<file path="src/rtl/serial_subtractor_pkg.sv">
// rtl/serial_subtractor_pkg.sv - shared FSM encoding and sizing helpers for serial_subtractor
//
// Purpose:
//   Holds the 2-bit FSM state encoding used by the bit-serial subtractor and
//   the constant functions that size its bit counter.
//
// Contents:
//   state_t            2-bit state type
//   S_IDLE/S_SHIFT/S_DONE  state encodings
//   clog2(value)       ceiling log2, constant-evaluable
//   cnt_width(width)   counter width able to hold 0..width
package serial_subtractor_pkg;

  typedef logic [1:0] state_t;

  localparam state_t S_IDLE  = 2'd0;
  localparam state_t S_SHIFT = 2'd1;
  localparam state_t S_DONE  = 2'd2;

  function automatic int clog2(input int value);
    int result;
    int v;
    result = 0;
    v      = value - 1;
    while (v > 0) begin
      result = result + 1;
      v      = v >> 1;
    end
    return result;
  endfunction

  // The counter must be able to represent every value from 0 to width.
  function automatic int cnt_width(input int width);
    int w;
    w = clog2(width + 1);
    return (w < 1) ? 1 : w;
  endfunction

endpackage

</file>
<file path="src/rtl/serial_subtractor_full_subtractor.sv">
// rtl/serial_subtractor_full_subtractor.sv - one-bit combinational full subtractor cell
//
// Purpose:
//   Computes one bit of x - y - bin and the borrow out of that bit.
//
// Ports:
//   x     in   minuend bit
//   y     in   subtrahend bit
//   bin   in   borrow in
//   d     out  difference bit
//   bout  out  borrow out (1 when x < y + bin)
module full_subtractor
  import serial_subtractor_pkg::*;
(
  input  logic x,
  input  logic y,
  input  logic bin,
  output logic d,
  output logic bout
);

  assign d    = x ^ y ^ bin;
  // Borrow when y exceeds x outright, or when they tie and a borrow arrives.
  assign bout = (~x & y) | (~(x ^ y) & bin);

endmodule

</file>
<file path="src/rtl/serial_subtractor.sv">
// rtl/serial_subtractor.sv - bit-serial WIDTH-bit subtractor, LSB first, one cell plus borrow flop
//
// Purpose:
//   Computes diff = a - b - b_in (modulo 2^WIDTH) over WIDTH clocks using a
//   single full_subtractor cell. Operands are captured when start is accepted
//   in IDLE or DONE; the result registers are written only on the final shift
//   so partial results never appear on diff.
//
// Optional feature (macro SERIAL_SUB_OVF_EN):
//   Adds output ovf, the signed overflow of the subtraction, captured on the
//   final shift cycle and held alongside diff.
//
// Ports:
//   clk     in   rising-edge clock
//   rst_n   in   asynchronous active-low reset
//   start   in   request; operands sampled on the accepting edge
//   a       in   WIDTH  minuend
//   b       in   WIDTH  subtrahend
//   b_in    in   borrow in
//   busy    out  high while shifting
//   done    out  one-cycle pulse when diff/b_out become valid
//   diff    out  WIDTH  result, held until the next result completes
//   b_out   out  final unsigned borrow
//   ovf     out  signed overflow (SERIAL_SUB_OVF_EN only)
module serial_subtractor
  import serial_subtractor_pkg::*;
#(
  parameter int WIDTH = 8
) (
  input  logic             clk,
  input  logic             rst_n,
  input  logic             start,
  input  logic [WIDTH-1:0] a,
  input  logic [WIDTH-1:0] b,
  input  logic             b_in,
  output logic             busy,
  output logic             done,
  output logic [WIDTH-1:0] diff,
  output logic             b_out
`ifdef SERIAL_SUB_OVF_EN
  ,
  output logic             ovf
`endif
);

  localparam int CW = cnt_width(WIDTH);

  state_t           state_q;
  state_t           state_d;

  logic [WIDTH-1:0] a_q;
  logic [WIDTH-1:0] b_q;
  logic [WIDTH-1:0] res_q;
  logic [WIDTH-1:0] diff_q;
  logic             borrow_q;
  logic             b_out_q;
  logic [CW-1:0]    cnt_q;

  logic             d_bit;
  logic             bout_bit;
  logic             load;
  logic             last_bit;
  logic [WIDTH-1:0] res_next;

  // A new operation is accepted whenever the datapath is not mid-shift.
  assign load     = start && (state_q != S_SHIFT);
  assign last_bit = (state_q == S_SHIFT) && (cnt_q == CW'(WIDTH - 1));
  assign res_next = {d_bit, res_q[WIDTH-1:1]};

  full_subtractor u_cell (
    .x    (a_q[0]),
    .y    (b_q[0]),
    .bin  (borrow_q),
    .d    (d_bit),
    .bout (bout_bit)
  );

  // FSM state register
  always_ff @(posedge clk or negedge rst_n) begin
    if (!rst_n) begin
      state_q <= S_IDLE;
    end else begin
      state_q <= state_d;
    end
  end

  // FSM next-state logic
  always_comb begin
    state_d = state_q;
    case (state_q)
      S_IDLE: begin
        if (start) begin
          state_d = S_SHIFT;
        end
      end
      S_SHIFT: begin
        if (last_bit) begin
          state_d = S_DONE;
        end
      end
      S_DONE: begin
        state_d = start ? S_SHIFT : S_IDLE;
      end
      default: begin
        state_d = S_IDLE;
      end
    endcase
  end

  // FSM outputs
  always_comb begin
    busy = 1'b0;
    done = 1'b0;
    case (state_q)
      S_SHIFT: busy = 1'b1;
      S_DONE:  done = 1'b1;
      default: begin
        busy = 1'b0;
        done = 1'b0;
      end
    endcase
  end

  // Operand shift registers, borrow flop, bit counter and result registers.
  always_ff @(posedge clk or negedge rst_n) begin
    if (!rst_n) begin
      a_q      <= '0;
      b_q      <= '0;
      res_q    <= '0;
      diff_q   <= '0;
      borrow_q <= 1'b0;
      b_out_q  <= 1'b0;
      cnt_q    <= '0;
    end else if (load) begin
      a_q      <= a;
      b_q      <= b;
      borrow_q <= b_in;
      cnt_q    <= '0;
    end else if (state_q == S_SHIFT) begin
      a_q      <= a_q >> 1;
      b_q      <= b_q >> 1;
      borrow_q <= bout_bit;
      res_q    <= res_next;
      cnt_q    <= cnt_q + CW'(1);
      // Publish only the completed word so diff never shows a partial result.
      if (last_bit) begin
        diff_q  <= res_next;
        b_out_q <= bout_bit;
      end
    end
  end

  assign diff  = diff_q;
  assign b_out = b_out_q;

`ifdef SERIAL_SUB_OVF_EN
  logic ovf_q;

  // On the last shift a_q[0]/b_q[0] hold the operand sign bits and d_bit is
  // the result sign bit; overflow when operand signs differ and the result
  // sign disagrees with the minuend.
  always_ff @(posedge clk or negedge rst_n) begin
    if (!rst_n) begin
      ovf_q <= 1'b0;
    end else if (!load && last_bit) begin
      ovf_q <= (a_q[0] ^ b_q[0]) & (a_q[0] ^ d_bit);
    end
  end

  assign ovf = ovf_q;
`endif

endmodule

</file>
<file path="config.mk">
export PLATFORM = sky130hd
export DESIGN_NAME = serial_subtractor
export DESIGN_NICKNAME = d
export VERILOG_FILES = /design/src/rtl/serial_subtractor_pkg.sv /design/src/rtl/serial_subtractor_full_subtractor.sv /design/src/rtl/serial_subtractor.sv
export SDC_FILE = /design/constraint.sdc
export NUM_CORES = 1
export LEC_CHECK = 0
export ABC_AREA = 1
export ABC_CLOCK_PERIOD_IN_PS = 1400
export CAP_MARGIN = 20
export CORE_MARGIN = 2
export CORE_UTILIZATION = 39
export DETAILED_ROUTE_END_ITERATION = 16
export PLACE_DENSITY = 0.67
export SETUP_SLACK_MARGIN = 0.2
export SLEW_MARGIN = 5
export SYNTH_ARGS = -nofsm -noshare
export SYNTH_HDL_FRONTEND = slang
export SYNTH_SLANG_ARGS = --single-unit
</file>
<file path="constraint.sdc">
create_clock -name clk -period 1.4 [get_ports clk]
set_input_delay 0.21 -clock clk [delete_from_list [all_inputs] [get_ports clk]]
set_output_delay 0.21 -clock clk [all_outputs]
set_load 0.02 [all_outputs]
</file>
# After elaboration in Yosys (flattened, before gate mapping)
# Cells that the tools add are included.
[word_totals]
ff_bits = 40
word_cells = 44
inputBits = 20
output_inout_bits = 11
[op_classes]
bitwise = 8
n_eq_ne = 6
addsub = 1
mux = 14
reduce_logical = 7
[op_table]
columns = ["cell", "count"]
rows = [
  ["2-to-1 mux 8 bit", 4],
  ["2-to-1 mux 4 bit", 2],
  ["one-hot mux 2 bit (3 select lines)", 1],
  ["2-to-1 mux 1 bit", 5],
  ["adder 4 x 1 -> 4 bit, second input constant", 1],
  ["equality test 4 x 3 -> 1 bit, second input constant", 1],
  ["2-to-1 mux 2 bit", 2],
  ["inequality test 2 bit, second input constant", 2],
  ["AND reduction 2 bit", 2],
  ["inverter 1 bit", 3],
  ["AND reduction 3 bit", 1],
  ["AND 1 bit", 2],
  ["equality test 2 x 1 -> 1 bit, second input constant", 1],
  ["equality test 2 bit, second input constant", 1],
  ["logical AND 1 bit", 2],
  ["zero test 2 bit", 1],
  ["inequality test 2 x 1 -> 1 bit, second input constant", 1],
  ["nonzero test 2 bit", 1],
  ["XOR 1 bit", 2],
  ["bitwise OR 1 bit", 1],
]

# Longest topological paths before layout
# Gate-level depths: netlist (run 1).
[depth]
depth_word = 6
depth_mapped = 7
ltp_nobuf = 7

# By module
# A second synthesis (run 1) with hierarchy kept.
[unflattened]
cells_unflattened = 188
area_unflattened_um2 = 1706.6
[by_module_without_submodules]
columns = ["module", "cells_each", "seq_area_each_um2", "area_each_um2", "n_inst"]
rows = [
  ["serial_subtractor", 184, 975.9, 1675.4, 1],
  ["full_subtractor", 4, 0.0, 31.3, 1],
]

# Worst setup path after synthesis (run 1)
# No wires, ideal clock.
[synth_path]
path_kind = "reg-to-reg"
from = "register b_q[0]"
to = "register borrow_q"
setup_ns = 0.069
path_buffers = 0
period_less_slack_ns = 1.241
required_time_ns = 1.331
stages_incl_launch_ff = 5
t_arrival_ns = 1.173
setup_slack_ns = 0.159
path_cell_list = "dfrtp_1 > inv_1 > fa_1 > or2_2 > nand3_1"
[synth_via]
elab_chain_cells = 6
word_cells_on_any_way = 7
classes_between = "2 x mux; 5 x bitwise"
[synth_rtl]
columns = ["element", "line_no", "text"]
rows = [
  ["start: declaration", "serial_subtractor.sv:52", "logic [WIDTH-1:0] b_q;"],
  ["start signal: assignment", "serial_subtractor.sv:141", "b_q <= b_q >> 1;"],
  ["XOR 1 bit", "serial_subtractor_full_subtractor.sv:24", "assign bout = (~x & y) | (~(x ^ y) & bin);"],
  ["inverter 1 bit", "serial_subtractor_full_subtractor.sv:24", ""],
  ["AND 1 bit", "serial_subtractor_full_subtractor.sv:24", ""],
  ["bitwise OR 1 bit *", "serial_subtractor_full_subtractor.sv:24", ""],
  ["2-to-1 mux 1 bit *", "serial_subtractor.sv:139", "end else if (state_q == S_SHIFT) begin"],
  ["2-to-1 mux 1 bit *", "serial_subtractor.sv:134", "end else if (load) begin"],
  ["end signal: assignment", "serial_subtractor.sv:137", "borrow_q <= b_in;"],
  ["end signal: assignment", "serial_subtractor.sv:142", "borrow_q <= bout_bit;"],
  ["end: declaration", "serial_subtractor.sv:55", "logic borrow_q;"],
]
# Mark *: on every way between the ends. The rest lies on a longest branch, timed or not. The select of a mux whose other input is x is not followed.
# A chain may end at the register's enable or synchronous reset.

# Worst setup path after layout (run 1)
[layout_path]
from = "register state_q[1]"
to = "register a_q[4]"
[layout_via]
elab_chain_cells = 3
word_cells_on_any_way = 5
classes_between = "2 x eq/ne; 1 x mux; 2 x reduce/logical"
[layout_rtl]
columns = ["element", "line_no", "text"]
rows = [
  ["start: declaration", "serial_subtractor.sv:48", "state_t state_q;"],
  ["start signal: assignment", "serial_subtractor.sv:83", "state_q <= state_d;"],
  ["inequality test 2 x 1 -> 1 bit", "serial_subtractor.sv:66", "assign load = start && (state_q != S_SHIFT);"],
  ["logical AND 1 bit", "serial_subtractor.sv:66", ""],
  ["2-to-1 mux 8 bit or nonzero test 2 bit (tied branches)", "n/a", ""],
  ["end signal: assignment", "serial_subtractor.sv:140", "a_q <= a_q >> 1;"],
  ["end: declaration", "serial_subtractor.sv:51", "logic [WIDTH-1:0] a_q;"],
]
# Parallel ways exist; a longest one is shown, timed or not.

==> results of run 1 <==
[logic make-up (layout without fill, tap and decap cells)]
group / after synthesis / in the layout / synth area share, %
compound gates: 19 / 19 / 7.42
fa+ha+maj: 2 / 2 / 1.91
flops: 39 / 39 / 57.3
simple gates: 103 / 106 / 26.8
buf+inv: 23 / 78 / 6.54
[area by class of cell]
class | count | area share, %
clock buffers | 6 | 2.70
inverters | 15 | 2.56
multi-input cells | 127 | 34.4
flip-flops and latches | 39 | 36.4
well taps | 52 | 2.42
repair buffers | 56 | 21.3
repair inverters | 1 | 0.280
[layer usage]
layer / global-route usage, % / vias up
met3: 5.34 / 8
li1: - / 716
met5: 0 / -
met4: 5.13 / 0
met2: 29.2 / 37
met1: 23.2 / 709
[sequential cells by signal, summed over array words and instances, names as in the netlist]
| register | flops |
|---|---|
| diff | 8 |
| b_q | 8 |
| a_q | 8 |
| state_q | 2 |
| res_q | 7 |
| cnt_q | 4 |
| b_out | 1 |
| borrow_q | 1 |
[metrics by stage]
| step | hold slack [ns] | TNS (ns) |
|---|---|---|
| floorplan | -0.0856 | 0 |
| global placement | 0.145 | -0.656 |
| detailed placement | 0.147 | -1.07 |
| CTS | 0.373 | 0 |
| global route | 0.393 | 0 |
| finish | 0.365 | 0 |
[cell usage in the layout (no fill, tap or decap), types with 7 or more instances in the layout]
master,n
nand3_1,22
o21ai_2,11
clkdlybuf4s50_1,18
nand2_1,37
nand3_2,9
clkbuf_2,9
buf_6,10
nand2_4,12
buf_4,11
dfrtp_1,38
nand2_2,14
inv_1,7
[worst max-delay path, delay by kind of cell (launching register included)]
kind,cells,cell delay (ns)
flip-flops,1,0.45
buffers and inverters,4,0.42
AND/OR/NAND/NOR,4,0.37
[worst max path at each step]
| stage | to | depth (start not counted) | startpoint | slack (ns) |
|---|---|---|---|---|
| 2_1_floorplan | diff[7] | 7 | cnt_q[0] | 0.21 |
| 4_1_cts | done | 4 | state_q[1] | 0.06 |
| 5_1_grt | a_q[4] | 8 | state_q[1] | 0.002 |
| 3_3_place_gp | cnt_q[2] | 4 | start | -0.07 |
| 3_5_place_dp | borrow_q | 4 | start | -0.10 |
| 6_report | a_q[4] | 8 | state_q[1] | 0.05 |
[power by group]
group          switching, mW  internal (mW)
clock                  0.383          0.332
sequential             0.396           1.63
combinational           1.64           1.42
[timing repair]
action,in CTS,in global routing
buffers inserted,7,4
gates resized for setup,81,61
hold buffers,1,0
cloned,6,0
endpoints found under the hold margin,14,0
pin swaps,13,11
setup endpoints to repair,48,50
==> results by group, run 1 <==
Finish
  • Area of the multi-input gates: 922 um2
  • Fillers: 348
  • Final nets: around 270
  • Antenna cell count: 0
  • Final std cells w/o fill: 296
  • FF+latch area: 977 um2
  • Design area: 2680 um2
  • Fin util: 62.5%
  • Layout area overhead: 57.6%
  • Layout cell share with drive strength beyond 1: between 40 and 50%

Logic synthesis
  • Syn Area/Cell: 9.16 um2
  • Synth Instances: 186
  • Ys Warns: 0
  • Syn nets: 208
  • Commonest cells in the netlist: nand2_1 (63), dfrtp_1 (39), nand3_1 (31)
  • Most common cell in the synthesized netlist: nand2_1
  • Post-synth top area share: 57.3%
  • Largest area contributor in the netlist: dfrtp_1
  • Number of synthesized flops with an enable pin: 0
  • Sequential area share after synthesis: 57.3%
  • Synth top area cells: dfrtp_1 (57%), nand2_1 (14%), nand3_1 (9.1%), o21ai_2 (4.1%), o21ai_0 (2.6%)
  • Ys flop type: dfrtp_1
  • Async SR Flop Fraction: 100%
  • Synth Register Bits: 39
  • Post-Synthesis Cell Area: 1700 um2
  • Post-synth cell types: 21

Clocking
  • Total CTS buffers: 5
  • # clock sinks: 39
  • H-tree levels: 2
  • Skew-Pair Late Insertion Delay: 0.29 ns
  • CTS tree: built
  • Root Buffer Master: clkbuf_8
  • Clock-pin slew on the worst setup and hold paths: 0.07 ns
  • Bufs on Longest Clock Path: 2

Critical path
  • Setup CP Type: reg2reg
  • Critical path launch point type: flip-flop
  • R2R setup slack: approximately 0.054 ns
  • Worst EP arrival: 1.53 ns
  • Reg2Reg Launch Point: state_q[1]
  • Reg2reg path depth: 8
  • Req. time, crit path: 1.58 ns
  • Crit path max fanout: 8
  • Reg2reg end: a_q[4]
  • Crit path largest cell delay: between 0.4 and 0.5 ns
  • Worst setup EP type: flip-flop
  • Worst path cell trace: buf_6 > inv_4 > buf_6 > nand2_8 > nand2_8 > clkinvlp_4 > nand2_2 > nand3_2
  • Slowest cell on crit path: dfrtp_2

Global routing
  • First-pass GRT wire length: 6.78 mm
  • Initial antenna violation count: 0
  • Largest net degree at the start of global routing: 26
  • Tot GR Track Use: 17.9%
  • Vias in the first global route: 1441
  • Final global-route overflow total: 0

Placed design
  • Gp weighted congestion: 0.759
  • IO buf count: 30
  • Placed Cells incl. Taps: 272
  • Pre-CTS worst setup slack: -0.103 ns
  • Detailed placer's ending HPWL: 2.42 mm
  • Post-DP Area: ~2100 um2

Routing
  • Wire length on met2: 2.14 mm
  • Wirelength per Cell: ~14 um
  • Met3 WL: ~210 um
  • First DRT Iteration DRCs: 58
  • DRC violations left: 0
  • Via Count: 1470
  • DRT met1 WL: 1.79 mm
  • 1st-pass router iterations: 4
  • Mean number of vias per cell: 4.97
  • WL final: 4.21 mm
  • Post-DRT Antenna Nets: 0
  • Max Used Layer: met4

Power
  • Total power: 5.80 mW
  • Worst vdd ir: 0.713 mV
  • Power Dens Cells: around 2200 nW/um2
  • LEAKAGE: 1.30 nW

Timing
  • Hold Violations, Final: 0
  • Slew HR: 69.7%
  • Slew Limit Fails: 0
  • RSZ-0062 raised after global routing: yes
  • Slew @ Worst Pin: ~0.45 ns
  • Minimum clock period: 1.35 ns
  • Final Worst Setup Slack: 0.0542 ns
  • Finish-stage setup viols: 0
  • Final period utilization: 96.1%
  • Fmax: 743 MHz
  • Setup Skew: 0.00388 ns

Outcome
  • Outcome: finished clean

Job
  • Max Cap Viol: 0

Die
  • Die span in x: 70.1 um
  • Die Span Y: 70.1 um
  • Die area: 4910 um2
  • Core area: 4290 um2
  • Row cnt: 24
  • IO Count: 31
  • Initial Util: 39.7%

Min path
  • Type of the tightest min-delay check: in2async
No activity file was read; power rests on OpenSTA's default activity.
==> run 2: changes to the inputs <==
--- a/config.mk
+++ b/config.mk
@@ -8,10 +8,10 @@
 export ABC_AREA = 1
 export ABC_CLOCK_PERIOD_IN_PS = 1400
 export CAP_MARGIN = 20
-export CORE_MARGIN = 2
-export CORE_UTILIZATION = 39
+export CORE_MARGIN = 3
+export CORE_UTILIZATION = 50
 export DETAILED_ROUTE_END_ITERATION = 16
-export PLACE_DENSITY = 0.67
+export PLACE_DENSITY = 0.82
 export SETUP_SLACK_MARGIN = 0.2
 export SLEW_MARGIN = 5
 export SYNTH_ARGS = -nofsm -noshare
==> run 2 against run 1 <==
- clock skew increased by 0.011 ns
- clock-buffer cell count increased by 1
- fmax decreased by 0.73%
- die area decreased by 16%
- global-route usage increased by 0.98 points
- sequential share of layout area increased by 3.7 points
- critical path depth decreased by 6
- non-clock buffer count decreased by 5
- cell area decreased by 9.2%
- critical endpoint is now busy
==> results by group, run 2 (same netlist as run 1, synthesis figures left out) <==
Routing
  • First DRT Iteration DRCs: 73
  • DRC violations left: 0
  • Post-DRT Antenna Nets: 0
  • WL final: roughly 4.4 mm
  • 1st-pass router iterations: 4
  • Via Count: about 1500
  • Mean number of vias per cell: 5.29
  • Wirelength per Cell: 15.4 um

Power
  • LEAKAGE: 1.14 nW
  • Switching Share: 42.4%
  • Logic pwr share: 50.1%
  • Power Dens Cells: 2180 nW/um2
  • Total power: 5.31 mW
  • Clock power frac: about 13%
  • Worst vdd ir: 1.22 mV
  • P_int: between 3 and 4 mW
  • Flop pwr share: about 37%
  • Switching power total: 2.25 mW

Critical path
  • Worst setup EP type: output pin
  • Reg2Reg Launch Point: cnt_q[0]
  • Reg2reg end: diff[0]
  • Worst path cell trace: nor2_8 > buf_6
  • Critical path launch point type: flip-flop
  • Req. time, crit path: between 1 and 1.5 ns
  • R2R setup slack: 0.05 ns
  • Worst EP arrival: 1.15 ns
  • Crit path max fanout: 6
  • Crit path largest cell delay: 0.46 ns
  • Setup CP Type: reg2out
  • Reg2reg path depth: 7
  • Slowest cell on crit path: dfrtp_2

Clocking
  • Root Buffer Master: clkbuf_4
  • Clock-pin slew on the worst setup and hold paths: 0.12 ns
  • Bufs on Longest Clock Path: 2
  • CTS tree: built
  • Skew-Pair Late Insertion Delay: 0.35 ns
  • # clock sinks: 39
  • Total CTS buffers: 5
  • H-tree levels: 2

Timing
  • Slew HR: 70.8%
  • Setup TNS: 0 ns
  • Setup Skew: 0.0149 ns
  • Final Worst Setup Slack: 0.0443 ns
  • Slew @ Worst Pin: approximately 0.44 ns
  • RSZ-0062 raised after global routing: yes
  • Minimum clock period: roughly 1.4 ns
  • Slew Limit Fails: 0
  • Hold Violations, Final: 0
  • Fmax: 738 MHz
  • Finish-stage setup viols: 0
  • Final period utilization: 96.8%

Global routing
  • Vias in the first global route: 1264
  • Largest net degree at the start of global routing: 40
  • Tot GR Track Use: 18.9%
  • Final global-route overflow total: 0
  • First-pass GRT wire length: 5.90 mm
  • Initial antenna violation count: 0

Finish
  • Leading cell type in the layout, fill and taps excluded: nand2_1
  • FF+latch area: 977 um2
  • Layout cell share with drive strength beyond 1: 33.6%
  • Area of the multi-input gates: 777 um2
  • Fin util: around 77%
  • Final std cells w/o fill: 285
  • Fillers: between 150 and 200
  • Commonest non-fill, non-tap cells in the layout: nand2_1 (52), dfrtp_1 (38), nand3_1 (31)
  • Final nets: 262
  • Layout area overhead: 43.1%
  • Antenna cell count: 0

Die
  • IO Count: 31
  • Die Span Y: 64.4 um
  • Die span in x: around 64 um
  • Core area: 3150 um2
  • Row cnt: 20
  • Die area: around 4100 um2
  • Initial Util: 54.0%

Placed design
  • Detailed placer's ending HPWL: around 2.3 mm
  • Placed Cells incl. Taps: 263
  • Gp weighted congestion: 0.803
  • Pre-CTS worst setup slack: -0.183 ns
  • IO buf count: 30

Job
  • Max Cap Viol: 0

Outcome
  • Outcome: finished clean

Min path
  • Type of the tightest min-delay check: in2async
==> run 2: what timing repair did <==
action	in CTS	in global routing
hold buffers	1	0
resized for setup	64	32
pin swaps	7	17
endpoints found under the hold margin	39	0
endpoints found under the setup margin	50	32
buffers inserted	3	5
cloned	1	4
==> run 2: through the flow <==
step	instance area, um2	hold slack, ns
detailed placement	2100	0.191
floorplan	1710	-0.0856
finish	2440	0.326
CTS	2220	0.327
global placement	2100	0.190
global route	2440	0.353
==> run 2: critical path: cells and delay by family (launching register included) <==
| family | cells | cell delay (ns) |
|---|---|---|
| buffers and inverters | 1 | 0.14 |
| and+or+nand+nor | 1 | 0.19 |
| DFF | 1 | 0.46 |
==> run 2: worst max-delay path by stage <==
stage,start,end,slack (ns),cells past startpoint
finish,state_q[1],busy,0.04,2
global route,cnt_q[0],diff[0],-0.02,7
CTS,state_q[0],busy,0.05,3
detailed placement,start,cnt_q[2],-0.18,4
global placement,start,cnt_q[2],-0.11,4
floorplan,cnt_q[0],diff[7],0.21,7
==> run 2: layout make-up <==
class	count	share of cell area (%)
inverters	15	2.41
clock inverters	1	0.308
well taps	44	2.26
repair buffers	51	20.1
clock buffers	7	2.67
repair inverters	1	0.308
flip-flops and latches	39	40.1
multi-input cells	127	31.9
==> run 2: metal layers <==
| metal | vias up | global-route usage [%] | part of all wire [%] |
|---|---|---|---|
| met3 | 12 | 5.80 | 6.5 |
| met5 | - | 0 | 0 |
| met4 | 0 | 8.97 | 2.7 |
| met1 | 733 | 25.5 | 40 |
| li1 | 706 | - | - |
| met2 | 58 | 27.7 | 50 |
==> run 2: power by group through the flow <==
stage                     clock network [mW]  registers (mW)  logic [mW]
after CTS                              0.683            1.92        2.13
final                                  0.669            1.98        2.66
after global placement                     0            1.93        1.93
after floorplan                            0            2.05        1.14
after detailed placement                   0            1.94        1.99
after global routing                   0.740            2.04        2.88
